[src/rtl/rom_arb_pkg.sv]
// Shared types and constants for the instruction-ROM arbiter.
// Imported by the round-robin picker and the arbiter top.
package rom_arb_pkg;

  typedef enum logic [1:0] {
    IDLE   = 2'd0,
    ACCESS = 2'd1,
    RESP   = 2'd2
  } state_t;

  localparam logic PORT_IF = 1'b0;
  localparam logic PORT_DM = 1'b1;

  localparam int ROM_AW = 6;
  localparam int ROM_DW = 32;

endpackage

[src/rtl/rom_rr_pick.sv]
// Combinational two-port round-robin picker: the pointer only matters
// when both ports request at once.
module rom_rr_pick
  import rom_arb_pkg::*;
(
  input  logic [1:0] i_req,
  input  logic       i_ptr,
  output logic       o_grant_valid,
  output logic       o_grant_id
);

  always_comb begin
    o_grant_valid = |i_req;
    o_grant_id    = PORT_IF;
    if (i_req == 2'b11) begin
      o_grant_id = i_ptr;
    end else if (i_req[PORT_DM]) begin
      o_grant_id = PORT_DM;
    end
  end

endmodule

[src/rtl/rom_arbiter.sv]
// Shares the single-ported instruction ROM between instruction fetch and the
// data-memory load path: round-robin grant, timed ROM enable, registered data.
module rom_arbiter
  import rom_arb_pkg::*;
#(
  parameter int WAIT_CYCLES = 1,
  parameter int AW          = ROM_AW,
  parameter int DW          = ROM_DW
) (
  input  logic          clk,
  input  logic          nrst,
  input  logic          if_req,
  input  logic [AW-1:0] if_addr,
  input  logic          dm_req,
  input  logic [AW-1:0] dm_addr,
  output logic          if_ack,
  output logic          dm_ack,
  output logic [DW-1:0] rdata,
  output logic          busy,
  output logic [AW-1:0] rom_addr,
  output logic          rom_nce,
  output logic          rom_re,
  input  logic [DW-1:0] rom_data
);

  // Counter only ever holds WAIT_CYCLES-1 down to 0.
  localparam int            CW       = (WAIT_CYCLES > 1) ? $clog2(WAIT_CYCLES) : 1;
  localparam logic [CW-1:0] CNT_LOAD = CW'(WAIT_CYCLES - 1);

  state_t        r_state;
  logic [CW-1:0] r_cnt;
  logic [AW-1:0] r_addr;
  logic          r_winner;
  logic          r_ptr;
  logic [DW-1:0] r_rdata;

  state_t        w_state_nxt;
  logic [CW-1:0] w_cnt_nxt;
  logic [AW-1:0] w_addr_nxt;
  logic          w_winner_nxt;
  logic          w_ptr_nxt;
  logic [DW-1:0] w_rdata_nxt;
  logic          w_grant_valid;
  logic          w_grant_id;

  rom_rr_pick u_pick (
    .i_req         ({dm_req, if_req}),
    .i_ptr         (r_ptr),
    .o_grant_valid (w_grant_valid),
    .o_grant_id    (w_grant_id)
  );

  always_ff @(posedge clk) begin
    if (!nrst) begin
      r_state  <= IDLE;
      r_cnt    <= '0;
      r_addr   <= '0;
      r_winner <= PORT_IF;
      r_ptr    <= PORT_IF;
      r_rdata  <= '0;
    end else begin
      r_state  <= w_state_nxt;
      r_cnt    <= w_cnt_nxt;
      r_addr   <= w_addr_nxt;
      r_winner <= w_winner_nxt;
      r_ptr    <= w_ptr_nxt;
      r_rdata  <= w_rdata_nxt;
    end
  end

  always_comb begin
    w_state_nxt  = r_state;
    w_cnt_nxt    = r_cnt;
    w_addr_nxt   = r_addr;
    w_winner_nxt = r_winner;
    w_ptr_nxt    = r_ptr;
    w_rdata_nxt  = r_rdata;
    unique case (r_state)
      IDLE: begin
        if (w_grant_valid) begin
          w_addr_nxt   = (w_grant_id == PORT_DM) ? dm_addr : if_addr;
          w_winner_nxt = w_grant_id;
          w_ptr_nxt    = ~w_grant_id;
          w_cnt_nxt    = CNT_LOAD;
          w_state_nxt  = ACCESS;
        end
      end
      ACCESS: begin
        if (r_cnt != '0) begin
          w_cnt_nxt = r_cnt - CW'(1);
        end else begin
          w_rdata_nxt = rom_data;
          w_state_nxt = RESP;
        end
      end
      // Requests are deliberately ignored here so an acked port is not re-granted.
      RESP: begin
        w_state_nxt = IDLE;
      end
      default: begin
        w_state_nxt = IDLE;
      end
    endcase
  end

  assign rom_nce  = (r_state != ACCESS);
  assign rom_re   = (r_state == ACCESS);
  assign busy     = (r_state == ACCESS) || (r_state == RESP);
  assign if_ack   = (r_state == RESP) && (r_winner == PORT_IF);
  assign dm_ack   = (r_state == RESP) && (r_winner == PORT_DM);
  assign rom_addr = r_addr;
  assign rdata    = r_rdata;

endmodule
[config.mk]
export PLATFORM = sky130hd
export DESIGN_NAME = rom_arbiter
export DESIGN_NICKNAME = d
export VERILOG_FILES = /design/src/rtl/rom_arb_pkg.sv /design/src/rtl/rom_rr_pick.sv /design/src/rtl/rom_arbiter.sv
export SDC_FILE = /design/constraint.sdc
export NUM_CORES = 1
export LEC_CHECK = 0
export BUFFER_PORTS_ARGS = -buffer_cell sky130_fd_sc_hd__buf_2
export CAP_MARGIN = 5
export CORE_UTILIZATION = 37
export CTS_BUF_LIST = sky130_fd_sc_hd__clkbuf_4
export DETAILED_ROUTE_END_ITERATION = 7
export GPL_TIMING_DRIVEN = 0
export PLACE_DENSITY = 0.68
export SKIP_LAST_GASP = 1
export SYNTH_ARGS = -nofsm -noshare
export SYNTH_HDL_FRONTEND = slang
export SYNTH_HIERARCHICAL = 1
export SYNTH_SLANG_ARGS = --single-unit
export TNS_END_PERCENT = 10
[constraint.sdc]
create_clock -name clk -period 2.1 [get_ports clk]
set_clock_uncertainty 0.1 [all_clocks]
set_input_delay 0.21 -clock clk [delete_from_list [all_inputs] [get_ports clk]]
set_output_delay 0.21 -clock clk [all_outputs]
set_load 0.02 [all_outputs]
## Word level (Yosys, flattened, before mapping)

Cells that the tools add are included.

- Add/sub/neg operators: 1
- Eq/ne operators: 6
- Muxes and demuxes: 9
- Bitwise logic cells: 3
- Reduce and logical (&&, ||, !) cells: 10

Operator list:

| operator | count |
|---|---|
| 2-bit AND reduction | 4 |
| 6-bit two-way mux | 1 |
| 2-bit == test, second input constant | 2 |
| 1-bit two-way mux | 4 |
| 2-bit two-way mux | 2 |
| 2-bit by 1-bit inequality test with 1-bit output, second input constant | 2 |
| 2-bit one-hot mux with 2 select lines | 1 |
| 1-bit inverter | 3 |
| 2-bit by 1-bit == test with 1-bit output, second input constant | 1 |
| 1-bit logical AND | 2 |
| 2-bit logical NOT | 1 |
| 2-bit inequality test, second input constant | 1 |
| 1-bit one-hot mux with 2 select lines | 1 |
| 2-bit nonzero test | 1 |
| 2-bit OR reduction | 1 |
| 1-bit logical OR | 1 |
| 1-bit subtractor, second input constant | 1 |

- Register bits: 43
- Input bits: 48
- Logic and storage cells: 35

## Logic depth before layout (Yosys ltp)

- Word-level depth: 3
- Mapped depth: 7
- Depth with buffers taken out: 5

## By module

The synthesis kept the hierarchy.

By module, submodules not included:

| module | times used | cells an instance | area an instance (um^2) | sequential area each (um^2) |
|---|---|---|---|---|
| rom_arbiter | 1 | 155 | 1717.9 | 840.8 |
| rom_rr_pick | 1 | 3 | 17.5 | 0.0 |

## Worst setup path before layout

OpenSTA, ideal clock, no wires.

- Kind: reg2reg
- From: register r_state[0]
- To: register r_ptr
- Arrival time: 1.158 ns
- Data required time: 1.875 ns
- Slack: 0.717 ns
- Cell stages (with the launch flop): 8
- Buffers on the path: 2
- Cell sequence: dfxtp_1 -> inv_1 -> ha_1 -> and2_1 -> buf_2 -> buf_6 -> o21ai_1 -> a21oi_1

- Longest elaborated chain between the ends: 2

RTL lines:

| what | line | text |
|---|---|---|
| start, declared | rom_arbiter.sv:30 | `state_t r_state;` |
| start signal, assigned | rom_arbiter.sv:62 | `r_state <= w_state_nxt;` |
| 2-bit logical NOT | rom_arbiter.sv:78 | `unique case (r_state)` |
| 2-bit AND reduction (no line) | - |  |
| end signal, assigned | rom_arbiter.sv:66 | `r_ptr <= w_ptr_nxt;` |
| end, declared | rom_arbiter.sv:34 | `logic r_ptr;` |

Every way passes these cells.
A chain may end at the register's enable or synchronous reset.

## Worst setup path after layout

- From: register r_state[1]
- To: output rom_nce

- Longest elaborated chain between the ends: 1

RTL lines:

| what | line | text |
|---|---|---|
| 2-bit by 1-bit inequality test with 1-bit output | rom_arbiter.sv:106 | `assign rom_nce = (r_state != ACCESS);` |
| end, declared | rom_arbiter.sv:21 | `output logic rom_nce,` |

Every way passes these cells.

==> metrics.md <==
| Metric | Value |
|---|---|
| Share of cells above drive strength 1 | 41.2% |
| Placeable Area | 4440 um^2 |
| RSZ-0062 raised after global routing | no |
| Ys async rst share | 0% |
| CTS buffer count | 5 |
| Drt wl/cell | 11.5 um |
| Residual DRC | 18 |
| Initial antenna violation count | 0 |
| CTS root buffer | clkbuf_4 |
| Post-synth cell types | 16 |
| Setup TNS | 0 ps |
| Dominant cell type by area after synthesis | dfxtp_1 |
| Synth top area share | 48.4% |
| Peak supply drop | 342 uV |
| Worst Setup Start Kind | flip-flop |
| Post-CTS Setup Repair Bufs | 0 |
| Status | finished with violations |
| Leakage | 0.00113 uW |
| Fin. Hold Viols | 0 |
| Min Tclk post-route | 1850 ps |
| Ant diodes | 0 |
| Setup-failing EPs final | 0 |
| Worst Setup Path Type | reg -> out |
| CP endpoint kind | output port |
| Via-to-Cell Ratio | 4.45 |
| Failing checks | design-rule violations |
| Total grt overflow | 0 |
| PwrDens | 801 nW/um^2 |
| Total chip power | 1840 uW |
| Drt pass-1 iters | 6 |
| Row cnt | 24 |
| Post-Route WL | 3520 um |
| Post-cts sizing count | 0 |
| Die H | 70.5 um |
| Clock tree buffer depth | 2 |
| Placer Congestion | 0.698 |
| Htree depth | 2 |
| Hold-fix buffers, CTS | 0 |
| Number of enable flip-flop cells after synthesis | 0 |
| Dpl hpwl | 2730 um |
| Routed Antenna Nets | 0 |
| Synth Cell Area | 1740 um^2 |
| Global-route wire length before repair | 5660 um |
| Filler instances | 432 |
| # IOs | 91 |
| Worst-path maximum fanout | 10 |
| Ys flop type | dfxtp_1 |
| Initial Util | 39.0% |
| Synth area leaders | dfxtp_1, mux2i_1, nor2b_1 |
| GR Util All Layers | 14.5% |
| Area Growth Syn to Fin | 32.7% |
| Fmax | 541 MHz |
| Clk slew on worst S/H paths | 110 ps |
| CTS tree | built |
| Die area | 4970 um^2 |
| Largest net degree at the start of global routing | 12 |
| Critical Path AT | 1540 ps |
| Maxcap violations | 0 |
| Yosys warns | 6 |
| Vias in the first global route | 1326 |
| Number of synthesized register bits | 42 |
| Tcrit/Tclk final | 88.0% |
| Via count | 1367 |
| Cells after synthesis | 158 |
| DR iter-0 viols | 39 |
| Slew HR | 72.3% |
| Die X | 70.5 um |
| Slew Viols, Final | 0 |
| HP Class | in -> reg |
| Worst Path Required | 1790 ps |
| Clk sink count | 42 |
| PortBufs | 90 |
| Worst-skew pair later-pin latency | 330 ps |
| Number of nets in the layout | 308 |
| Avg Inst Size Synth | 11.0 um^2 |
| Synthesized Nets | 211 |
| Register area share after synthesis | 48.4% |
| Worst Tran Pin Value | 416 ps |
## sequential cells by signal, summed over array words and instances (netlist names)
register and flops:
r_winner 1, rom_addr 6, r_state 2, rdata 32
r_ptr 1
## path summary, 6_finish.rpt
| path | to | depth (start not counted) | slack, ps | start |
|---|---|---|---|---|
| hold reg to reg | rdata[0] | 2 | 420 | rdata[0] |
| hold / removal | rdata[10] | 3 | 30 | rom_data[10] |
| setup reg to reg | r_ptr | 7 | 610 | r_state[0] |
| setup / recovery | rom_nce | 6 | 250 | r_state[1] |
## metrics by stage
stage               cell area [um^2]  worst slack, ps  util (%)  cells  hold slack [ps]
floorplan                       1740              717         -    158              238
global placement                2250              622      50.6    300              366
detailed placement              2250              615      50.6    300              375
CTS                             2300              231      51.8    307             17.1
global route                    2300              116      51.8    307             20.6
finish                          2300              253      51.8    307             32.3
## cells by family after synthesis
family	count (synthesis)	share of synthesized area, %
flops	42	48.5
mux	41	23.6
simple gates	40	14.4
compound gates	15	4.47
buf+inv	15	5.41
fa+ha+maj	5	3.60
## area by class of cell
| class | instances | area, um^2 | area share, % |
|---|---|---|---|
| Tap cell | 52 | 65.1 | 2.82 |
| Multi-Input combinational cell | 101 | 801 | 34.8 |
| Sequential cell | 42 | 841 | 36.5 |
| Clock buffer | 7 | 52.6 | 2.28 |
| Buffer | 11 | 78.8 | 3.42 |
| Inverter | 4 | 15.0 | 0.652 |
| Timing Repair Buffer | 90 | 450 | 19.6 |
## metal layers
metal | routed length, um | track usage, % | vias to the layer above | share of wire (%)
met5 | 0 | 0 | - | 0
met4 | 51 | 7.03 | 0 | 1.5
met3 | 213 | 3.90 | 5 | 6.1
met2 | 1720 | 26.4 | 47 | 49
met1 | 1530 | 15.4 | 598 | 44
li1 | - | - | 717 | -
## where the power goes
group | leakage (uW) | switching [uW] | total [uW] | internal (uW)
Sequential | 0.000345 | 40.6 | 921 | 880
Clock | 0.0000322 | 230 | 382 | 152
Combinational | 0.000749 | 297 | 542 | 245
Total | 0.00113 | 567 | 1840 | 1280
## cell usage after synthesis (2+ instances only)
library cell / number
dfxtp_1: 42
ha_1: 5
o21ai_0: 4
buf_6: 4
mux2i_1: 41
clkbuf_1: 3
inv_1: 4
o21ai_1: 3
and2_1: 2
buf_2: 3
a21oi_1: 7
nor2b_1: 36
## cell usage in the layout (no fill, tap or decap), types with 2 or more instances in the layout
cell / instances
buf_2: 93
dfxtp_1: 42
mux2i_1: 41
nor2b_1: 36
a21oi_1: 7
clkbuf_4: 7
ha_1: 5
buf_6: 4
inv_1: 4
o21ai_0: 4
clkbuf_1: 3
o21ai_1: 3
and2_1: 2
## worst max-delay path, cell delays in order (launching register included)
cell and delay [ps]:
dfxtp_1 380, inv_1 110, ha_1 190, buf_4 170, buf_6 160, inv_1 50
buf_2 150
(Power assumes the default switching activity.)
